`config.mk`:
```
export PLATFORM = sky130hd
export DESIGN_NAME = expr_datapath
export DESIGN_NICKNAME = d
export VERILOG_FILES = /design/src/rtl/expr_datapath.sv
export SDC_FILE = /design/constraint.sdc
export NUM_CORES = 1
export LEC_CHECK = 0
export CAP_MARGIN = 10
export CELL_PAD_IN_SITES_DETAIL_PLACEMENT = 0
export CELL_PAD_IN_SITES_GLOBAL_PLACEMENT = 1
export CORE_ASPECT_RATIO = 1.75
export CORE_UTILIZATION = 49
export DETAILED_ROUTE_END_ITERATION = 10
export GPL_ROUTABILITY_DRIVEN = 0
export PLACE_DENSITY = 0.88
export SYNTH_ARGS = -nofsm -noshare
export SYNTH_HDL_FRONTEND = slang
export SYNTH_SLANG_ARGS = --single-unit
```
`constraint.sdc`:
```
create_clock -name clk -period 15.65 [get_ports clk]
set_clock_uncertainty 0.05 [all_clocks]
set_input_delay 3.13 -clock clk [delete_from_list [all_inputs] [get_ports clk]]
set_output_delay 3.13 -clock clk [all_outputs]
set_load 0.01 [all_outputs]
```
`src/rtl/expr_datapath.sv`:
```
// Operand capture, register-transfer datapath and result handshake for the
// expression solver; executes one micro-op per cycle under sequencer command.
module expr_datapath #(
  parameter int W = 16
) (
  input  logic         clk,
  input  logic         rst,
  input  logic         in_valid,
  output logic         in_ready,
  input  logic [W-1:0] a_in,
  input  logic [W-1:0] b_in,
  input  logic [W-1:0] c_in,
  input  logic [W-1:0] x_in,
  output logic         start,
  input  logic         LX,
  input  logic         LS,
  input  logic         LH,
  input  logic         H,
  input  logic [1:0]   M0,
  input  logic [1:0]   M1,
  input  logic [1:0]   M2,
  input  logic         completed,
  output logic         ctrl_clr,
  output logic [W-1:0] out_data,
  output logic         out_valid,
  input  logic         out_ready
);

  typedef enum logic [1:0] {S_IDLE, S_START, S_RUN, S_DONE} state_e;

  state_e       state_q, state_d;
  logic [W-1:0] a_q, b_q, c_q, xin_q;
  logic [W-1:0] rx_q, rs_q, rh_q;
  logic [W-1:0] out_data_q;
  logic         out_valid_q, ctrl_clr_q;
  logic [W-1:0] coef, op_a, op_b, alu;
  logic         accept;

  always_ff @(posedge clk) begin
    if (!rst) state_q <= S_IDLE;
    else      state_q <= state_d;
  end

  always_comb begin
    state_d = state_q;
    case (state_q)
      S_IDLE:  if (accept)    state_d = S_START;
      S_START:                state_d = S_RUN;
      S_RUN:   if (completed) state_d = S_DONE;
      S_DONE:  if (out_ready) state_d = S_IDLE;
      default:                state_d = S_IDLE;
    endcase
  end

  // A new operand set is refused until the sequencer has dropped completed
  always_comb begin
    in_ready = (state_q == S_IDLE) && !completed;
    start    = (state_q == S_START);
  end

  assign accept    = in_valid && in_ready;
  assign out_data  = out_data_q;
  assign out_valid = out_valid_q;
  assign ctrl_clr  = ctrl_clr_q;

  always_comb begin
    case (M0)
      2'b00:   coef = '0;
      2'b01:   coef = a_q;
      2'b10:   coef = b_q;
      default: coef = c_q;
    endcase
    case (M1)
      2'b00:   op_a = rs_q;
      2'b01:   op_a = rx_q;
      2'b10:   op_a = coef;
      default: op_a = rh_q;
    endcase
    case (M2)
      2'b00:   op_b = rx_q;
      2'b01:   op_b = coef;
      2'b10:   op_b = rh_q;
      default: op_b = rs_q;
    endcase
    alu = H ? W'(op_a * op_b) : W'(op_a + op_b);
  end

  always_ff @(posedge clk) begin
    if (!rst) begin
      a_q         <= '0;
      b_q         <= '0;
      c_q         <= '0;
      xin_q       <= '0;
      rx_q        <= '0;
      rs_q        <= '0;
      rh_q        <= '0;
      out_data_q  <= '0;
      out_valid_q <= 1'b0;
      ctrl_clr_q  <= 1'b0;
    end else begin
      ctrl_clr_q <= 1'b0;
      case (state_q)
        S_IDLE: if (accept) begin
          a_q   <= a_in;
          b_q   <= b_in;
          c_q   <= c_in;
          xin_q <= x_in;
        end
        S_START: begin
          rx_q <= '0;
          rs_q <= '0;
          rh_q <= '0;
        end
        S_RUN: begin
          if (LX) rx_q <= xin_q;
          if (LS) rs_q <= alu;
          if (LH) rh_q <= alu;
          // The result is the RS value before any load on the completing edge
          if (completed) begin
            out_data_q  <= rs_q;
            out_valid_q <= 1'b1;
          end
        end
        S_DONE: if (out_ready) begin
          out_valid_q <= 1'b0;
          ctrl_clr_q  <= 1'b1;
        end
        default: ;
      endcase
    end
  end

endmodule

```
==> results.yml <==
run_status:
  outcome: "finished, final reports clean"
clocking:
  cts_tree: "done"
  clock-sinks: 132
  path_clk_slew_ns: 0.06
  post-cts-setup-buffers: 0
  postCtsHoldBufs: 0
  cts_made_buffers: 17
  clk-insertion-delay-late_ns: 0.42
  cts_root_buf: "clkbuf_16"
  htree_num_levels: 4
  cts_resized: 0
  clockBufferDepth: 2
timing:
  whs_ns: 0.411
  slew_violations: 0
  maxSlewHeadroom_pct: 31.7
  worst_pin_slew_ns: 1.02
  fin_crit_ns: 10.47
  finalSetupViolCount: 0
  fin_tns_setup_ns: 0
  rsz0062_at_grt: "no"
  period_share_pct: 66.9
  finalHoldViolCount: 0
  max_freq_ghz: 0.0955
power:
  combPwrFrac_pct: 24.6
  p_leak_uw: 0.00520
  ir_worst_vdd_uv: 135
  p_switching_uw: 332
  p_total_uw: 1000
  swShare_pct: 33.2
  internal-power_uw: 668
  clkPwrFrac_pct: 37.9
  power_density_nw_per_um2: 79.7
  seqPwrFrac_pct: 37.5
global_routing:
  grtUsageMet1_pct: 27.1
  use_met3_pct: 4.27
  grt_pass1_wl_mm: 47.9
  grt_max_degree: 78
  antenna_found_initial: 0
  busiest_layer: "met2"
  gr-total-overflow: 0
  grtUsageMet2_pct: 53.1
  track_usage_pct: 28.1
  grt_pass1_vias: 9370
worst_setup_path:
  critPathKind: "input port to flop"
  reg2reg_slack_ns: 8.89
  critPathLaunchType: "input port"
  arrival_ns: 10.73
  cp-end-kind: "flop"
  cp.required_ns: 15.91
  cp_max_fo: 18
  cp-startpoint: "M0[0]"
  r2r-start: "b_q[2]"
yosys:
  synthArstFlopShare_pct: 0
  synth_warnings: 0
  synthMostInstantiatedCell: "nand2_1"
  synth_top_area_share_pct: 24.3
  synth_compound_area_share_pct: 14.4
  syn_avg_cell_area_um2: 8.64
  synth.distinct_cells: 53
  synth_fa_ha_area_share_pct: 22.8
  synth_top_family_by_area: "adder cells"
  muxShareOfSynthArea_pct: 7.98
  synth_area_leaders: "dfxtp_1 (24%), fa_1 (15%), nand2_1 (10%), ha_1 (7.8%), a21boi_0 (6.8%)"
  yosysTopAreaCell: "dfxtp_1"
  synth_edf_count: 0
  synth_seq_cells: 132
  syn-num-nets: 1484
  synth_xor_area_share_pct: 4.47
  synth_cells: 1256
  synth-simple-area-share_pct: 18.6
  yosysSeqAreaShare_pct: 24.3
  netlist_top_cells_count: "nand2_1 (293), dfxtp_1 (132), inv_1 (131)"
  syn_area_um2: 10900
  ys.flop_type: "dfxtp_1"
die:
  die_x_um: 115
  io_pins: 99
  coreArea_um2: 21600
  row_count: 71
  die_h_um: 199
  fp.dieArea_um2: 22800
  initial_core_util_pct: 50.3
final_layout:
  n_antenna_cell: 0
  fillers: 1997
  final_util_pct: 58.2
  instances_no_fill: 1621
  final_nets: 1544
  drive_above_1_share_pct: 6.92
  area_delta_synth_final_pct: 15.7
detailed_routing:
  drc_errors: 0
  dr_total_vias: 8764
  first_iter_violations: 455
  wl_mm: 30.0
  avgRoutedWirePerCell_um: 18.5
  first_pass_iters: 6
  antenna_left: 0
  vias_per_cell: 5.41
worst_hold_path:
  hp-class: "flop to flop"
  hold_start: "out_data[6]"
flow_run:
  drv_cap: 0
place:
  dp.cells: 1589
  dp_hpwl_mm: 23.8
  port_buffers: 98
[worst max-delay path: stages]
cell	delay, ns
clkdlybuf4s50_1	1.10
nor2b_4	0.55
o2bb2ai_1	0.19
mux4_2	0.43
ha_1	0.35
inv_1	0.09
fa_1	0.50
fa_1	0.53
inv_1	0.05
fa_1	0.48
fa_1	0.49
inv_1	0.05
fa_1	0.45
fa_1	0.40
xnor2_1	0.18
xnor2_1	0.16
xnor2_1	0.16
xnor2_1	0.10
xnor2_1	0.26
xnor2_1	0.18
xnor3_1	0.27
xnor2_1	0.35
o31ai_1	0.13
o2bb2ai_1	0.15
[through the flow]
step | cell area [um2] | setup slack, ns
final | 12600 | 5.18
after global routing | 12600 | 4.79
after CTS | 12600 | 5.19
after detailed placement | 12000 | 4.78
after global placement | 12000 | 4.88
after floorplan | 10900 | 6.34
[final cells by class]
class	instances	area, um2	area share, %
clock buffer	18	439	3.50
inverter	135	508	4.05
clock inverter	14	134	1.07
timing repair buffer	107	1050	8.33
multi-input combinational	923	7420	59.1
sequential	132	2640	21.0
tap	292	365	2.91
[power by group through the flow]
stage / clock network [uW] / registers (uW) / logic [uW]
final: 379 / 375 / 246
after global routing: 398 / 378 / 270
after CTS: 383 / 376 / 246
after detailed placement: 0 / 383 / 246
after global placement: 0 / 383 / 244
after floorplan: 0 / 376 / 158
[path summary, 6_finish.rpt]
check	to	depth (start not counted)
worst max-delay path	rs_q[15]	24
worst min-delay path	out_data[6]	2
worst max register to register	rs_q[15]	23
worst min register to register	out_data[6]	2
[per-layer routing]
| layer | share of wire (%) | up-vias |
|---|---|---|
| met2 | 54 | 271 |
| met1 | 34 | 4175 |
| met4 | 7.7 | 0 |
| met3 | 4.0 | 109 |
| li1 | - | 4209 |
| met5 | 0 | - |
[layout by cell type (no fill, tap or decap), types with 2 or more instances in the layout]
master and n:
o31ai_1 3, nand3_1 14, a211o_1 2, a22oi_1 16, nand2b_1 5, o211ai_1 2, mux2i_1 19, mux2_2 10
nor3_1 8, a21oi_1 21, o21a_1 3, a221oi_1 5, dfxtp_1 132, o21bai_1 5, xor2_1 11, fa_1 81
clkinv_2 2, clkinv_4 7, o2bb2ai_1 13, nand2_1 292, a22o_1 2, mux4_2 25, clkdlybuf4s50_1 97, and2_1 73
inv_1 131, inv_2 3, clkbuf_16 17, nor2b_1 24, a31o_2 2, nand3b_1 2, ha_1 68, buf_4 10
a21o_1 10, nor2_1 21, a21boi_0 99, a211oi_1 2, clkinvlp_4 5, o21ai_0 23, xnor2_1 40, and3_1 5
[state kept, by name, indices dropped and copies added, names as in the netlist]
register,count
out_valid,1
c_q,16
rh_q,16
rx_q,16
a_q,16
ctrl_clr,1
b_q,16
out_data,16
xin_q,16
state_q,2
rs_q,16
[cell families after synthesis]
kind of cell,after synthesis
simple gates,450
compound gates,217
buf+inv,201
fa+ha+maj,149
flops,132
mux,54
xor+xnor,53
(Power assumes the default switching activity.)
